$ cat src/rtl/dcim_product_accumulator.sv
// dcim_product_accumulator: sums each frame of ADDR_COUNT products into a registered result with valid/ready handoff.
// Upstream cannot stall, so a completed frame that finds the output slot occupied is dropped and flagged.
module dcim_product_accumulator #(
    parameter int MULT_WIDTH = 16,
    parameter int ADDR_COUNT = 16,
    parameter int CNT_WIDTH  = 4,
    parameter int ACC_WIDTH  = MULT_WIDTH + CNT_WIDTH
) (
    input  logic                  clk,
    input  logic                  rst,
    input  logic [MULT_WIDTH-1:0] prod_in,
    input  logic                  prod_valid,
    input  logic                  frame_clear,
    output logic [ACC_WIDTH-1:0]  acc_out,
    output logic                  acc_valid,
    input  logic                  acc_ready,
    output logic [CNT_WIDTH-1:0]  beat_cnt,
    output logic [7:0]            frame_count,
    output logic                  overrun
);
    logic [ACC_WIDTH-1:0] acc_q, acc_d, out_q, out_d, sum;
    logic [CNT_WIDTH-1:0] beat_q, beat_d;
    logic [7:0]           fcnt_q, fcnt_d;
    logic                 valid_q, valid_d, ovr_q, ovr_d;
    logic                 take, last, latch;

    always_comb begin
        sum     = acc_q + ACC_WIDTH'(prod_in);
        take    = prod_valid && !frame_clear;
        last    = take && beat_q == CNT_WIDTH'(ADDR_COUNT - 1);
        // a pending result being accepted on this edge frees the slot for the new one
        latch   = last && (!valid_q || acc_ready);
        acc_d   = (frame_clear || last) ? '0 : take ? sum : acc_q;
        beat_d  = (frame_clear || last) ? '0 : take ? beat_q + 1'b1 : beat_q;
        out_d   = latch ? sum : out_q;
        valid_d = latch || (valid_q && !acc_ready);
        fcnt_d  = fcnt_q + {7'd0, latch};
        ovr_d   = ovr_q || (last && !latch);
    end

    always_ff @(posedge clk or posedge rst) begin
        if (rst) begin
            acc_q   <= '0;
            beat_q  <= '0;
            out_q   <= '0;
            valid_q <= 1'b0;
            fcnt_q  <= '0;
            ovr_q   <= 1'b0;
        end else begin
            acc_q   <= acc_d;
            beat_q  <= beat_d;
            out_q   <= out_d;
            valid_q <= valid_d;
            fcnt_q  <= fcnt_d;
            ovr_q   <= ovr_d;
        end
    end

    assign acc_out     = out_q;
    assign acc_valid   = valid_q;
    assign beat_cnt    = beat_q;
    assign frame_count = fcnt_q;
    assign overrun     = ovr_q;
endmodule

$ cat config.mk
export PLATFORM = sky130hd
export DESIGN_NAME = dcim_product_accumulator
export DESIGN_NICKNAME = d
export VERILOG_FILES = /design/src/rtl/dcim_product_accumulator.sv
export SDC_FILE = /design/constraint.sdc
export NUM_CORES = 1
export LEC_CHECK = 0
export ABC_AREA = 1
export CORE_AREA = 5 5 82 114
export DETAILED_ROUTE_END_ITERATION = 16
export DIE_AREA = 0 0 87 119
export PLACE_DENSITY = 0.63
export REMOVE_ABC_BUFFERS = 1
export SYNTH_ARGS = -nofsm -noshare
export SYNTH_HDL_FRONTEND = slang
export SYNTH_SLANG_ARGS = --single-unit
export TNS_END_PERCENT = 5
$ cat constraint.sdc
create_clock -name clk -period 5.9 [get_ports clk]
set_input_delay 0.885 -clock clk [delete_from_list [all_inputs] [get_ports clk]]
set_output_delay 0.885 -clock clk [all_outputs]
set_load 0.005 [all_outputs]
==> impl_metrics.prom <==
# TYPE chip_impl_metric gauge
chip_impl_metric{name="route.detailed.drc",unit=""} 0
chip_impl_info{name="synth_top_cells_by_area",value="dfrtp_1, nand2_1, ha_1"} 1
chip_impl_metric{name="final_net_count",unit=""} 517
chip_impl_info{name="worstSetupEndpointType",value="register"} 1
chip_impl_info{name="worst_r2r_startpoint",value="beat_cnt[0]"} 1
chip_impl_metric{name="areal_power_density_over_the_cells",unit="nW/um^2"} 314
chip_impl_metric{name="register_area",unit="um^2"} 1350
chip_impl_metric{name="initialDrtViolationCount",unit=""} 115
chip_impl_info{name="critical_path.endpoint",value="frame_count[7]"} 1
chip_impl_metric{name="r2r_setup_slack",unit="ns"} 3.31
chip_impl_metric{name="track_usage",unit="%"} 15.5
chip_impl_metric{name="first_pass_grt_wire_length",unit="mm"} 13.0
chip_impl_metric{name="clk_pin_slew_worst_paths",unit="ns"} 0.07
chip_impl_metric{name="tightest_slew",unit="ns"} 0.723
chip_impl_metric{name="portion_of_the_post_synthesis_area_used_by_sequential_elements",unit="%"} 42.7
chip_impl_metric{name="clock_sinks",unit=""} 54
chip_impl_metric{name="ys_ff_latch",unit=""} 54
chip_impl_metric{name="post_cts.repair.setup_buffers",unit=""} 0
chip_impl_metric{name="holdPathStages",unit=""} 1
chip_impl_metric{name="multi_input_logic_area",unit="um^2"} 1610
chip_impl_info{name="timing.hold.worst.class",value="reg2reg"} 1
chip_impl_metric{name="dp_hpwl",unit="mm"} 5.73
chip_impl_metric{name="core_area",unit="um^2"} 8150
chip_impl_metric{name="synth-edff-count",unit=""} 0
chip_impl_metric{name="postCtsResizedCells",unit=""} 0
chip_impl_metric{name="gr_overflow_total",unit=""} 0
chip_impl_metric{name="die_area",unit="um^2"} 10400
chip_impl_metric{name="synth.yosys.warnings",unit=""} 0
chip_impl_info{name="synth-main-ff-cell",value="dfrtp_1"} 1
chip_impl_metric{name="fp.dieW",unit="um"} 87
chip_impl_metric{name="h_tree_depth_reported_by_cts",unit=""} 2
chip_impl_metric{name="total_power",unit="mW"} 1.24
chip_impl_metric{name="design.portCount",unit=""} 55
chip_impl_info{name="synth.cells.most_frequent",value="nand2_1, dfrtp_1, inv_1"} 1
chip_impl_info{name="timing.rr.end",value="frame_count[7]"} 1
chip_impl_metric{name="max_cap_viols",unit=""} 0
chip_impl_metric{name="vdd_ir_drop_max",unit="mV"} 0.140
chip_impl_metric{name="layout-drive-gt1-share",unit="%"} 3.77
chip_impl_metric{name="detailroute.via_count",unit=""} 2839
chip_impl_metric{name="worst_path_max_fanout",unit=""} 29
chip_impl_metric{name="routabilityCongestion",unit=""} 0.893
chip_impl_metric{name="vias_per_cell",unit=""} 4.90
chip_impl_metric{name="floorplan.initialDensity",unit="%"} 38.8
chip_impl_metric{name="power_leakage",unit="nW"} 2.04
chip_impl_metric{name="total_routed_length",unit="mm"} 7.43
chip_impl_metric{name="timing_hold_violations_final",unit=""} 0
chip_impl_metric{name="synth.avg_cell_area",unit="um^2"} 7.53
chip_impl_metric{name="die_height",unit="um"} 119
chip_impl_metric{name="cts_buffer_depth",unit=""} 2
chip_impl_metric{name="post-synth-top-area-fraction",unit="%"} 42.7
chip_impl_metric{name="grt_start_max_net_pins",unit=""} 55
chip_impl_metric{name="relSlewSlack",unit="%"} 51.8
chip_impl_metric{name="preCtsSetupSlack",unit="ns"} 2.49
chip_impl_info{name="clock_tree.root_cell",value="clkbuf_16"} 1
chip_impl_metric{name="antenna_found_initial",unit=""} 0
chip_impl_metric{name="fin_worst_skew",unit="ns"} 0.00765
chip_impl_metric{name="antenna_cells_inserted",unit=""} 0
chip_impl_metric{name="drt.antenna.violating_nets",unit=""} 0
chip_impl_info{name="critPathKind",value="in2reg"} 1
chip_impl_metric{name="area_delta_synth_final",unit="%"} 25.1
chip_impl_info{name="outcome",value="finished clean"} 1
chip_impl_metric{name="io_buffer_count",unit=""} 54
chip_impl_metric{name="netlist_area",unit="um^2"} 3160
chip_impl_metric{name="async_flop_share",unit="%"} 100
chip_impl_metric{name="setup-tns-final",unit="ns"} 0
chip_impl_metric{name="syn_inst",unit=""} 420
chip_impl_info{name="rsz0062_at_grt",value="false"} 1
chip_impl_metric{name="numCtsBuffers",unit=""} 5
chip_impl_metric{name="setup_ws_final",unit="ns"} 2.81
chip_impl_metric{name="final-setup-viol-count",unit=""} 0
chip_impl_metric{name="clock_insertion_delay_worst_skew",unit="ns"} 0.30
chip_impl_metric{name="vias_in_the_first_global_route",unit=""} 2882
chip_impl_info{name="cts_tree",value="yes"} 1
chip_impl_info{name="synth_most_common_cell",value="nand2_1"} 1
chip_impl_metric{name="dr.pass1.iters",unit=""} 4
chip_impl_metric{name="routed_wire_length_per_instance",unit="um"} 12.8
chip_impl_metric{name="finalCritPeriodShare",unit="%"} 52.3
chip_impl_metric{name="ctsHoldBuffers",unit=""} 0
chip_impl_metric{name="netlist-cell-type-count",unit=""} 23
chip_impl_info{name="crit_path_start_kind",value="input pin"} 1
chip_impl_info{name="synth.largest_area_cell",value="dfrtp_1"} 1
chip_impl_metric{name="required_time_of_the_critical_path",unit="ns"} 6.08
chip_impl_metric{name="finalMaxSlewViolations",unit=""} 0
chip_impl_metric{name="achievable-frequency",unit="MHz"} 324
chip_impl_metric{name="r2r.worst_path.cells",unit=""} 11
chip_impl_metric{name="worst_ep_arrival_time",unit="ns"} 3.27
chip_impl_metric{name="finalWorstPathRequiredPeriod",unit="ns"} 3.09
chip_impl_metric{name="fillCellCount",unit=""} 809
chip_impl_info{name="setup.worst_path.start",value="prod_valid"} 1
chip_impl_metric{name="fp-row-count",unit=""} 39
-- placed cells by master (no fill, tap or decap) --
master / instances
xnor2_1: 6
clkbuf_16: 5
nand3_1: 38
a22o_1: 1
inv_1: 40
clkbuf_8: 1
buf_4: 2
and2_1: 3
nor3_1: 2
nor2_1: 29
ha_1: 19
nand2_1: 156
inv_2: 2
clkinvlp_4: 1
a21oi_1: 15
nor2_2: 2
o21ai_0: 19
xor2_1: 6
nand3b_1: 12
clkinv_2: 1
nand4_1: 2
fa_1: 1
o21bai_1: 2
nand3_2: 1
clkdlybuf4s50_1: 54
nand2_2: 3
dfrtp_1: 54
-- routing by layer --
layer  track usage (%)  share of wire [%]  wire, um  vias to the layer above
li1                  -                  -         -                     1451
met1              17.9                 40      2990                     1335
met2              28.4                 55      4070                       46
met3              2.62                3.4       251                        7
met4              4.58                1.5       114                        0
met5                 0                  0         0                        -
-- state kept, by name (all words and copies together), names as in the netlist --
signal / count
acc_out: 20
acc_q: 20
acc_valid: 1
beat_cnt: 4
frame_count: 8
overrun: 1
-- final cells by class --
cell class / count / share of cell area [%]
clock inverters: 2 / 0.316
inverters: 42 / 3.98
well taps: 102 / 3.22
multi-input cells: 317 / 40.8
flip-flops and latches: 54 / 34.1
clock buffers: 6 / 3.51
repair buffers: 56 / 14.0
-- through the flow --
| step | util [%] | std cells | instance area [um^2] | hold slack (ns) |
|---|---|---|---|---|
| after detailed placement | 46.7 | 571 | 3810 | 0.466 |
| after global routing | 48.6 | 579 | 3960 | 0.512 |
| final | 48.6 | 579 | 3960 | 0.472 |
| after floorplan | - | 413 | 3120 | 0.453 |
| after global placement | 46.7 | 571 | 3810 | 0.463 |
| after CTS | 48.6 | 579 | 3960 | 0.479 |
-- power breakdown --
part           switching [mW]  total (mW)  internal (mW)  leakage, nW
clock network           0.132       0.300          0.168       0.0729
logic                   0.294       0.485          0.192         1.25
registers              0.0363       0.458          0.422        0.711
-- worst min path at each step --
stage	from	to	slack, ns
5_1_grt	overrun	overrun	0.51
3_3_place_gp	frame_count[7]	frame_count[7]	0.46
3_5_place_dp	frame_count[7]	frame_count[7]	0.47
6_report	frame_count[7]	frame_count[7]	0.47
2_1_floorplan	acc_q[15]	acc_q[15]	0.45
4_1_cts	frame_count[7]	frame_count[7]	0.48
-- logic make-up (layout without fill, tap and decap cells) --
| kind of cell | after synthesis | in the layout | share of synthesized area, % |
|---|---|---|---|
| and+or+nand+nor | 248 | 248 | 33.4 |
| DFF | 54 | 54 | 42.7 |
| buffers and inverters | 49 | 106 | 6.29 |
| AOI/OAI and AO/OA | 37 | 37 | 6.13 |
| adders and majority gates | 20 | 20 | 8.15 |
| xor gates and xnor gates | 12 | 12 | 3.32 |
-- worst max-delay path, cell delays in order --
cell and delay (ns):
clkdlybuf4s50_1 0.52, nand2_2 0.09, nor2_2 0.17, nand2_1 0.07, buf_4 0.23, inv_1 0.40, ha_1 0.26, nand3_1 0.11
nor3_1 0.24, nand3_1 0.13, xnor2_1 0.14
No activity file was read; power rests on OpenSTA's default activity.
